### config.mk
export PLATFORM = sky130hd
export DESIGN_NAME = fetch_stage
export DESIGN_NICKNAME = d
export VERILOG_FILES = /design/src/rtl/fetch_stage.sv
export SDC_FILE = /design/constraint.sdc
export NUM_CORES = 1
export LEC_CHECK = 0
export CAP_MARGIN = 30
export CORE_AREA = 2 2 66 68
export CTS_BUF_LIST = sky130_fd_sc_hd__clkbuf_4 sky130_fd_sc_hd__clkbuf_8
export CTS_CLUSTER_DIAMETER = 200
export DETAILED_ROUTE_END_ITERATION = 8
export DIE_AREA = 0 0 68 70
export PLACE_DENSITY = 0.82
export SYNTH_ARGS = -nofsm -noshare
export SYNTH_HDL_FRONTEND = slang
export SYNTH_SLANG_ARGS = --single-unit
### constraint.sdc
create_clock -name CLK -period 1.7 [get_ports CLK]
set_clock_uncertainty 0.05 [all_clocks]
set_input_delay 0.255 -clock CLK [delete_from_list [all_inputs] [get_ports CLK]]
set_output_delay 0.255 -clock CLK [all_outputs]
set_load 0.005 [all_outputs]
### src/rtl/fetch_stage.sv
// fetch_stage: instruction-fetch stage feeding a 16-bit instruction register.
// Owns the PC and drives the instruction-memory address. Hands the IR its next
// word together with the load and NOP-insert (flush) controls. Handles stalls,
// taken-branch redirects with a programmable bubble count, and a HALT word that
// parks fetch until resume.
//
// Ports:
//   CLK, RST    clock (rising edge) and async active-high reset
//   stall       hold PC and suppress IR load
//   br_taken    taken branch from EX; br_target is the redirect address
//   resume      leave HALT and continue at PC+PC_STEP
//   imem_addr   instruction-memory address (the PC register)
//   imem_data   asynchronous read data for imem_addr
//   if_instr    word for the IR (NOP_INSTR while flushing)
//   if_pc       address of if_instr
//   if_load     IR load enable
//   if_flush    IR NOP insert
//   halted      high while parked in HALT
module fetch_stage #(
  parameter logic [15:0] RESET_PC     = 16'h0000,
  parameter int unsigned PC_STEP      = 1,
  parameter int unsigned FLUSH_CYCLES = 1,
  parameter logic [15:0] HALT_INSTR   = 16'hFFFF,
  parameter logic [15:0] NOP_INSTR    = 16'h001F
) (
  input  logic        CLK,
  input  logic        RST,
  input  logic        stall,
  input  logic        br_taken,
  input  logic [15:0] br_target,
  input  logic        resume,
  output logic [15:0] imem_addr,
  input  logic [15:0] imem_data,
  output logic [15:0] if_instr,
  output logic [15:0] if_pc,
  output logic        if_load,
  output logic        if_flush,
  output logic        halted
);

  typedef enum logic [1:0] {
    ST_RUN   = 2'd0,
    ST_FLUSH = 2'd1,
    ST_HALT  = 2'd2
  } state_t;

  localparam logic [15:0] STEP = 16'(PC_STEP);
  // The redirect cycle is the first bubble, so FLUSH covers the remaining ones.
  localparam logic [3:0]  BCNT_INIT = (FLUSH_CYCLES > 1) ? 4'(FLUSH_CYCLES - 2) : 4'd0;
  localparam logic        MULTI_BUBBLE = (FLUSH_CYCLES > 1);

  logic [15:0] pc_q, pc_d;
  state_t      state_q, state_d;
  logic [3:0]  bcnt_q, bcnt_d;
  logic        run;

  // Next-state logic: branch beats stall beats HALT detection beats increment.
  always_comb begin
    pc_d    = pc_q;
    state_d = state_q;
    bcnt_d  = bcnt_q;
    if (br_taken) begin
      pc_d = br_target;
      if (MULTI_BUBBLE) begin
        state_d = ST_FLUSH;
        bcnt_d  = BCNT_INIT;
      end else begin
        state_d = ST_RUN;
        bcnt_d  = 4'd0;
      end
    end else begin
      case (state_q)
        ST_RUN: begin
          if (stall) begin
            pc_d = pc_q;
          end else if (imem_data == HALT_INSTR) begin
            state_d = ST_HALT;
          end else begin
            pc_d = pc_q + STEP;
          end
        end
        ST_FLUSH: begin
          if (bcnt_q == 4'd0) begin
            state_d = ST_RUN;
          end else begin
            bcnt_d = bcnt_q - 4'd1;
          end
        end
        ST_HALT: begin
          if (resume) begin
            pc_d    = pc_q + STEP;
            state_d = ST_RUN;
          end
        end
        default: state_d = ST_RUN;
      endcase
    end
  end

  // State register.
  always_ff @(posedge CLK or posedge RST) begin
    if (RST) begin
      pc_q    <= RESET_PC;
      state_q <= ST_RUN;
      bcnt_q  <= 4'd0;
    end else begin
      pc_q    <= pc_d;
      state_q <= state_d;
      bcnt_q  <= bcnt_d;
    end
  end

  // IR controls are combinational; RST gating keeps them quiet during reset.
  assign run       = (state_q == ST_RUN);
  assign if_flush  = ~RST & (br_taken | ~run);
  assign if_load   = ~RST & run & ~stall & ~br_taken;
  assign if_instr  = if_flush ? NOP_INSTR : imem_data;
  assign halted    = (state_q == ST_HALT);
  assign imem_addr = pc_q;
  assign if_pc     = pc_q;

endmodule

; Yosys cells after proc, flatten, opt, wreduce, memory -nomap -nowiden
; Index checks and enable logic that the tools add are counted.
[op_classes]
n_mux = 15
addsub = 2
n_eq_ne = 9
n_bitwise = 9
reduce_logical = 7
[ops]
columns = op, n
row1 = $mux W16, 5
row2 = $pmux W16 S2, 1
row3 = $add A16 B1 Y16 const B, 1
row4 = $eq A16 B16 Y1 const B, 1
row5 = $mux W4, 3
row6 = $ne A3 B3 Y1 const B, 4
row7 = $mux W2, 5
row8 = $reduce_and A4 Y1, 2
row9 = $pmux W2 S3, 1
row10 = $and A1 B1 Y1, 4
row11 = $logic_not A4 Y1, 1
row12 = $not A1 Y1, 4
row13 = $sub A4 B1 Y4 const B, 1
row14 = $ne A3 B2 Y1 const B, 1
row15 = $reduce_bool A3 Y1, 1
row16 = $eq A2 B1 Y1 const B, 1
row17 = $eq A2 B2 Y1 const B, 1
row18 = $logic_not A2 Y1, 1
row19 = $ne A2 B2 Y1 const B, 1
row20 = $reduce_and A2 Y1, 1
row21 = $reduce_bool A2 Y1, 1
row22 = $or A1 B1 Y1, 1
[totals]
in_bits = 37
output_inout_bits = 51
wordCells = 45
reg_bits = 22

; Longest topological paths before layout
; Gate-level depths: netlist (run 1).
[logic_depth]
depth_word = 5
depth_mapped = 7
ltp_nobuf = 6

; Worst setup path after synthesis (run 1)
; OpenSTA, ideal clock, no wires.
[synth_path]
path_type = input port to output port
start = input RST
end = output if_instr[10]
path_stages = 4
arrival_ns = 1.372
t_required_ns = 1.395
slack_ns = 0.023
path_cell_list = inv_1 -> o21ai_0 -> clkbuf_1 -> and2_1
[synth_via]
elab_chain_len = 3
[synth_lines]
columns = element, line
row1 = from (decl), 27  ; input logic RST,
row2 = $not A1 Y1, 115  ; assign if_flush = ~RST & (br_taken | ~run);
row3 = $and A1 B1 Y1, 115
row4 = $mux W16, 117  ; assign if_instr = if_flush ? NOP_INSTR : imem_data;
row5 = to (decl), 34  ; output logic [15:0] if_instr,
; No other way between the ends.

; Worst setup path in the final report (run 1)
[layout_path]
start = register state_q[1]
end = output if_instr[15]
[layout_via]
elab_chain_len = 5
[layout_lines]
columns = element, line
row1 = from (decl), 53  ; state_t state_q, state_d;
row2 = from (signal assigned), 108  ; state_q <= state_d;
row3 = $logic_not A2 Y1, 114  ; assign run = (state_q == ST_RUN);
row4 = $not A1 Y1, 115
row5 = $or A1 B1 Y1, 115
row6 = $and A1 B1 Y1, 115
row7 = $mux W16, 117
; No other way between the ends.

==> out/metrics.csv, run 1 <==
stage;metric;value;unit
power_and_ir_drop;Peak VDD IR;0.3691;mV
global_route;first-pass GRT wire length;6630;um
clocking;clk_lat worst skew;0.25;ns
final_layout;area of the multi-input gates;919.6;um2
global_route;largest net degree at the start of global routing;25;
routing;vias per cell;5.106;
clocking;CTS Buf Count;3;
yosys;count leader, synth;a21oi_1;
critical_path;Worst EP required;1.39;ns
routing;Pre-antenna DRT Iters;4;
yosys;Synth top area share;31.66;%
power_and_ir_drop;Cell Pwr Density;592.9;nW/um2
final_layout;nets@finish;308;
floorplanning;Initial Utilization;32.43;%
power_and_ir_drop;leakage power;0.001178;uW
final_layout;Fillers;317;
global_route;antenna violations before repair;0;
timing;final setup fails;15;
global_route;Overall Global Routing Usage;17.87;%
timing;slew margin rel.;81.66;%
global_route;vias in the first global route;1518;
yosys;Cells after Synth;162;
timing;Max Slew Vio Count;0;
final_layout;FF+latch area;425.4;um2
routing;Post-Route WL;4894;um
yosys;asr flop ratio synth;100.0;%
placed_design;Detail Placement HPWL;3147;um
floorplanning;FP Rows;24;
timing;final setup margin;-0.1324;ns
critical_path;critical path data arrival time;1.53;ns
final_layout;layout cells sized above 1;40.15;%
yosys;Commonest cells post-synth;a21oi_1, buf_4, dfrtp_1, o21ai_0;
global_route;grt total ovfl;0;
floorplanning;Top-Level Pins;88;
critical_path;WS Path Type;flip-flop to output pin;
routing;initial detailed-routing violation count;23;
floorplanning;Die X;68;um
timing;FMAX;545.7;MHz
floorplanning;Die ar.;4760;um2
placed_design;port buffer count;87;
yosys;Synth Area per Inst;8.295;um2
clocking;clock root buffer;clkbuf_8;
yosys;Top FF cell, synth;dfrtp_1;
routing;ANT nets after route;0;
clocking;TritonCTS clock tree;built;
critical_path;crit path capture type;output pin;
routing;via count;1639;
critical_path;Reg2Reg Setup Slack;-0.01;ns
yosys;Distinct cells, synth;41;
yosys;register area share after synthesis;31.66;%
routing;post-DR wirelength/cell;15.25;um
timing;unrepaired setup endpoints after global routing;true;
run;Max-cap violations;0;
yosys;Post-synth EDFFs;0;
clocking;total clock sinks;17;
critical_path;Worst R2R Path Depth;9;
yosys;post-synthesis register bit count;17;
timing;Tcrit/Tclk final;107.8;%
yosys;synthesized area;1344;um2
run_status;status;finished with violations;
clocking;H-tree Lvls;1;
clocking;Longest Clk Path Bufs;2;
timing;Fin Hold WS;0.2398;ns
clocking;# hold bufs at CTS;0;
yosys;Synth warnings;0;
yosys;Syn Nets;200;
critical_path;CP Max Fanout;3;
final_layout;Area growth syn-to-layout;102.2;%
power_and_ir_drop;Power, Total;1611;uW
floorplanning;die extent in y;70;um
critical_path;Worst setup SP type;flip-flop;
placed_design;GP Congestion;0.7964;
run_status;failing checks;negative setup slack;
floorplanning;core footprint;4144;um2
timing;transition time of the tightest slew-check pin;0.2736;ns
critical_path;RR Endpoint;if_pc[5]$_DFFE_PP0P_;
timing;count of final hold-check violations;0;
final_layout;ANT cells;0;
clocking;clk slew on worst S/H paths;0.07;ns
critical_path;RR Startpoint;state_q[1]$_DFFE_PP0P_;
routing;DRC;0;
min_path;min-delay worst type;primary input to asynchronous set/reset pin;
timing;Final min period;1.832;ns
yosys;post-synth top area cell;dfrtp_1;
yosys;main area contributors after synthesis;dfrtp_1, buf_4, a21oi_1;
-- through the flow --
stage	setup TNS (ns)	instance area, um2	std cells	utilization (%)	setup slack [ns]
2_1_floorplan	0	1344	162	-	0.02334
3_3_place_gp	-7.561	2317	302	55.92	-0.3257
3_5_place_dp	-8.810	2317	302	55.92	-0.3676
4_1_cts	-1.920	2447	316	59.06	-0.1501
5_1_grt	-1.920	2718	321	65.58	-0.1684
6_report	-0.9326	2718	321	65.58	-0.1324
-- logic make-up (layout without fill, tap and decap cells) --
kind of cell | Yosys count | after routing | synth area share (%)
and+or+nand+nor | 60 | 60 | 27.93
muxes | 2 | 2 | 1.490
buffers and inverters | 28 | 135 | 12.94
AOI/OAI and AO/OA | 54 | 54 | 25.05
DFF | 17 | 17 | 31.66
adders and majority gates | 1 | 1 | 0.9309
-- state kept, by name, summed over array words and instances (netlist names) --
signal / cells
if_pc: 16
state_q: 1
-- critical path, cell delays in order (launching register included) --
cell and delay, ns:
dfrtp_1 0.40, buf_6 0.13, o21ai_4 0.14, buf_6 0.13
buf_6 0.09, buf_6 0.09, buf_6 0.08, and2_4 0.12
buf_6 0.08
-- layout make-up --
cell class              instances  share of cell area, %
well taps                      52                  2.394
repair buffers                126                  45.63
clock buffers                   4                  1.796
multi-input cells             117                  33.84
flip-flops and latches         17                  15.65
inverters                       5                 0.6906
-- how the worst max path moves through the flow --
stage	cells after the start	slack, ns	end	startpoint
3_5_place_dp	5	-0.37	if_instr[0]	br_taken
4_1_cts	5	-0.15	if_instr[0]	state_q[1]$_DFFE_PP0P_
5_1_grt	8	-0.17	if_instr[15]	state_q[1]$_DFFE_PP0P_
3_3_place_gp	5	-0.33	if_instr[0]	br_taken
6_report	8	-0.13	if_instr[15]	state_q[1]$_DFFE_PP0P_
2_1_floorplan	4	0.02	if_instr[10]	RST
-- report_power, final --
part	switching, uW	internal [uW]	total (uW)
logic	290	479	769
clock network	142	183	324
registers	61.7	456	518
-- routing by layer --
layer / track usage, % / vias up / routed length [um]
met2: 32.36 / 75 / 2499
li1: - / 786 / -
met3: 5.153 / 7 / 492
met4: 3.333 / 0 / 42
met5: 0 / - / 0
met1: 20.35 / 771 / 1860
-- cells in the final DEF (no fill, tap or decap), types with 3 or more instances in the layout --
master / instances
a21oi_1: 8
a21oi_2: 11
a21oi_4: 4
and2_1: 7
and2_4: 5
buf_2: 6
buf_4: 20
buf_6: 21
clkbuf_2: 5
clkbuf_8: 3
clkdlybuf4s50_1: 65
dfrtp_1: 17
inv_1: 3
nand2_1: 11
nand3_1: 5
nand4_1: 4
nor2_1: 4
o21ai_0: 4
o21ai_1: 4
o21ai_2: 4
o22ai_1: 4
o2bb2ai_1: 4
-- timing repair --
action | in CTS | in global routing
gates resized for setup | 65 | 79
endpoints found under the setup margin | 19 | 35
pin swaps | 2 | 9
hold endpoints to repair | 0 | 0
cloned | 2 | 3
setup buffers | 8 | 3
No activity file was read; power rests on OpenSTA's default activity.
==> inputs of run 2 (changes only) <==
- CTS_CLUSTER_DIAMETER: 200 -> 80
==> results of run 2 <==
Same layout as run 1: the final DEF is identical, and so are final timing and power.
==> edit 1 (settings of run 2) <==
Reset style: synchronous (`RST`), changed in one clocked block. Comments in the files are not updated.
--- a/src/rtl/fetch_stage.sv
+++ b/src/rtl/fetch_stage.sv
@@ -100,3 +100,3 @@
   // State register.
-  always_ff @(posedge CLK or posedge RST) begin
+  always_ff @(posedge CLK) begin
     if (RST) begin
Formal check against the unedited RTL: differs if RST is asserted again (counterexample within 4 cycles, from zero or initial values and one cycle with RST high); with RST held inactive, the same outputs for 10 cycles.
==> edit 1 against run 2 <==
  * The run still ends with negative setup slack left
  * Area after synthesis is 1.9% higher
  * First-iteration DRC count increased to 5.2 times the old value
  * Total power decreased by 26%
  * Global-route usage increased by 2.1 points
  * Non-clock buffer count is 11 lower
  * Cell area is 8.3% lower
  * Critical endpoint is now if_instr[9]
  * Routed wire length up 1.9%
  * Sequential cell count is the same
  * Setup slack worse by 20 ps
  * Critical path type unchanged
==> edit 1: results <==
set metrics [dict create \
    status "finished with violations" \
    numSequentialCells 17 \
    cp_slowest_cell "clkdlybuf4s50_1" \
    synth_seq_area_share 0.249 \
    multiInputGateArea_sq_um 893 \
    r2r_end "if_pc[10]" \
    final-setup-viol-count 10 \
    fin_ws_ps -152 \
    power.leakage_nw 1.14 \
    ys_async_sr_fraction 0 \
    violations "negative setup slack" \
    crit_path_max_incr_delay_ps 490 \
    syn-num-nets 224 \
    drt_iter0_markers 120 \
    netlist_top_cells_area "dfxtp_1, buf_4, a21oi_1" \
    dp_hpwl_microns 3230 \
    drive_above_1_share 0.172 \
    nonClockBufferCount 115 \
    multi_input_gates 141 \
    gp_congestion 0.793 \
    r2r-start "state_q[1]" \
    worstPathMaxFanout 5 \
    gr-usage-all-layers 0.200 \
    synth.distinct_cells 39 \
    critPathArrivalTime_ps 1550 \
    ys.flop_type "dfxtp_1" \
    min_path_type "reg -> reg" \
    wl_microns 4990 \
    ir_worst_vdd_uv 333 \
    buffer_area_frac 0.457 \
    first_global_vias 1552 \
    synth_common_cells "nand2_1, a21oi_1, dfxtp_1" \
    grt_pass1_wl_microns 7510 \
    avgViaCountPerCell 5.27 \
]
## edit 1: where the power goes
part | internal, mW | switching, mW | total (mW)
combinational | 0.275 | 0.171 | 0.445
clock | 0.163 | 0.141 | 0.304
sequential | 0.422 | 0.0250 | 0.447
total | 0.859 | 0.337 | 1.20
## edit 1: stage by stage
step	cells	worst slack [ps]	area (sq um)	setup TNS (ps)
floorplan	186	137	1370	0
global placement	319	-374	2280	-8550
detailed placement	319	-366	2280	-9250
CTS	330	-142	2410	-1490
global route	331	-199	2490	-1820
finish	331	-152	2490	-1220
## edit 1: worst min path at each step
| stage | start | endpoint | slack [ps] | cells past startpoint |
|---|---|---|---|---|
| after global routing | if_pc[13] | if_pc[13] | 510 | 2 |
| after global placement | if_pc[15] | if_pc[15] | 450 | 2 |
| final | if_pc[15] | if_pc[15] | 480 | 2 |
| after detailed placement | if_pc[15] | if_pc[15] | 470 | 2 |
| after CTS | if_pc[15] | if_pc[15] | 480 | 2 |
| after floorplan | resume | state_q[1] | 420 | 3 |
## edit 1: kinds of logic after synthesis
kind of cell	share of synthesized area
compound gates	0.274
buf+inv	0.145
fa+ha+maj	0.00914
simple gates	0.315
mux	0.00731
flops	0.249
## edit 1: worst reg2reg max path: stages (launching register included)
cell and delay, ps:
dfxtp_2 350, buf_4 180, a21oi_2 360, o31ai_4 170, and3_1 200, a31o_1 180
## edit 1: per-layer routing
metal / GRT usage / up-vias / share of wire
met5: 0 / - / 0
met4: 0.0467 / 0 / 0.017
met3: 0.0242 / 8 / 0.047
met2: 0.332 / 63 / 0.53
met1: 0.271 / 826 / 0.41
li1: - / 846 / -
## edit 1: timing repair
action / CTS / global route
gates resized for setup: 23 / 26
gates cloned: 4 / 0
setup buffers: 3 / 1
setup endpoints to repair: 21 / 32
pin swaps: 6 / 8
==> edit 2 (settings of run 2) <==
Made on the original files. The parameter `NOP_INSTR` goes from 16'h001F to 16'h0017.
--- a/src/rtl/fetch_stage.sv
+++ b/src/rtl/fetch_stage.sv
@@ -23,3 +23,3 @@
   parameter logic [15:0] HALT_INSTR   = 16'hFFFF,
-  parameter logic [15:0] NOP_INSTR    = 16'h001F
+  parameter logic [15:0] NOP_INSTR    = 16'h0017
 ) (
Function: changed (Yosys sat finds a counterexample within 4 cycles, from zero or initial values and one cycle with RST high).
==> edit 2 against run 2 <==
  * Critical path depth is the same
  * Total power shrank 5.3%
  * Routed wire length shrank 7.4%
  * Sequential cell count is the same
  * First-iteration DRC count grew 65%
  * Area after synthesis is essentially flat
  * Utilization shrank 4.6 points
  * Cell count shrank 2.2%
  * Synthesized cell count is the same
  * Cell area shrank 7.1%
  * Setup slack gained 150 ps
  * Largest cell class unchanged
==> edit 2: results <==
set metrics [dict create \
    ys_warn_count 0 \
    gp_congestion 0.777 \
    drv_cap 0 \
    antenna_found_initial 0 \
    clock_latency_ps 250 \
    ys_async_sr_fraction 1.00 \
    antenna_cells 0 \
    cp_slowest_cell "clkdlybuf4s50_1" \
    drt_iter0_markers 38 \
    num_vias 1622 \
    r2r-start "state_q[1]" \
    postPlaceCellArea_sq_mm 0.00232 \
    power.leakage_nw 1.13 \
    worstPathMaxFanout 12 \
    ir_worst_vdd_uv 367 \
    drt-wirelength-per-cell_microns 14.4 \
    dp_hpwl_microns 3160 \
    synth_seq_area_share 0.317 \
    largest_reg_flops 16 \
    cts_max_path_buffers 2 \
    wl_met2_microns 2210 \
    portBuffers 87 \
    ys.flop_type "dfrtp_1" \
    wl_met3_microns 514 \
    grt_max_degree 25 \
    netlist_top_cells_area "dfrtp_1, buf_4, a21oi_1" \
    clock-root-buffer "clkbuf_8" \
    routed.top_layer "met4" \
    finalNetCount 301 \
    num-fill-cells 351 \
    wl_met1_microns 1760 \
    cts_buffers 3 \
    critPathArrivalTime_ps 1770 \
    h-tree-depth 1 \
    status "complete, no violations" \
    synth.distinct_cells 41 \
    dp_slack_ps -343 \
    clk_pin_slew_ps 70 \
    min_path_type "in -> async" \
    synth_common_cells "a21oi_1, buf_4, dfrtp_1" \
    crit_path_max_incr_delay_ps 490 \
    grt_pass1_wl_microns 6920 \
    gr-usage-all-layers 0.182 \
    first_global_vias 1570 \
    drt-pass1-iter-count 4 \
    power.internal_mw 1.08 \
    syn-num-nets 200 \
    worstSetupStartpoint "imem_data[3]" \
    drive_above_1_share 0.260 \
    crit_family "buffers and inverters" \
    slew_headroom 0.817 \
]
[edit 2: cell types whose count changed in the layout (fill, tap and decap cells not counted), moves of 5 or more]
cell	run 2	this run
buf_6	21	6
clkdlybuf4s15_1	0	5
a21oi_1	8	21
a21oi_2	11	1
and2_1	7	12
dlygate4sd2_1	2	7
[edit 2: stage by stage]
step | cells | setup TNS, ps | total power [mW] | hold slack, ps
detailed placement | 302 | -8070 | 1.18 | 519
CTS | 310 | -136 | 1.50 | 190
global route | 314 | -75.5 | 1.62 | 255
finish | 314 | 0 | 1.53 | 227
floorplan | 162 | 0 | 0.793 | 137
global placement | 302 | -7250 | 1.17 | 511
[edit 2: tightest hold or removal path, cell delays in order]
cell	delay, ps
dlygate4sd2_1	250
inv_1	120
buf_4	280
[edit 2: final cells by class]
class,count,area (sq um),share of cell area
clock buffer,4,48.8,0.0193
sequential,17,425,0.168
tap,52,65.1,0.0258
multi-input combinational,117,805,0.319
timing repair buffer,119,1160,0.460
inverter,5,18.8,0.00743
[edit 2: cell families after synthesis]
logic type,share of synthesized area
buffers and inverters,0.130
adder cells (fa/ha/maj),0.00932
multiplexers,0.0149
flip-flops,0.317
AO/OA/AOI/OAI,0.251
AND/OR/NAND/NOR,0.279
[edit 2: layer usage]
layer	up-vias	GRT usage
met2	80	0.314
met5	-	0
met1	765	0.217
met4	0	0.0467
li1	770	-
met3	7	0.0515
[edit 2: worst paths after layout]
| path | cells past startpoint | slack [ps] | end |
|---|---|---|---|
| max reg2reg | 7 | 30 | if_pc[8] |
| max | 8 | 20 | if_pc[8] |
| min in group CLK | 2 | 540 | if_pc[7] |
| max in group asynchronous | 3 | 1170 | if_pc[15] |
| min | 3 | 230 | state_q[1] |
| min reg2reg | 2 | 540 | if_pc[7] |
[edit 2: repair_timing]
action	CTS	global route
pin swaps	2	5
endpoints found under the setup margin	18	24
gates resized for setup	39	40
cloned	2	2
setup buffers	2	3
[edit 2: power by group through the flow]
stage               Clock [mW]  Combinational, mW  Sequential (mW)
floorplan                    0              0.256            0.538
global placement             0              0.654            0.515
detailed placement           0              0.665            0.517
CTS                      0.327              0.659            0.510
global route             0.344              0.760            0.517
finish                   0.316              0.700            0.510
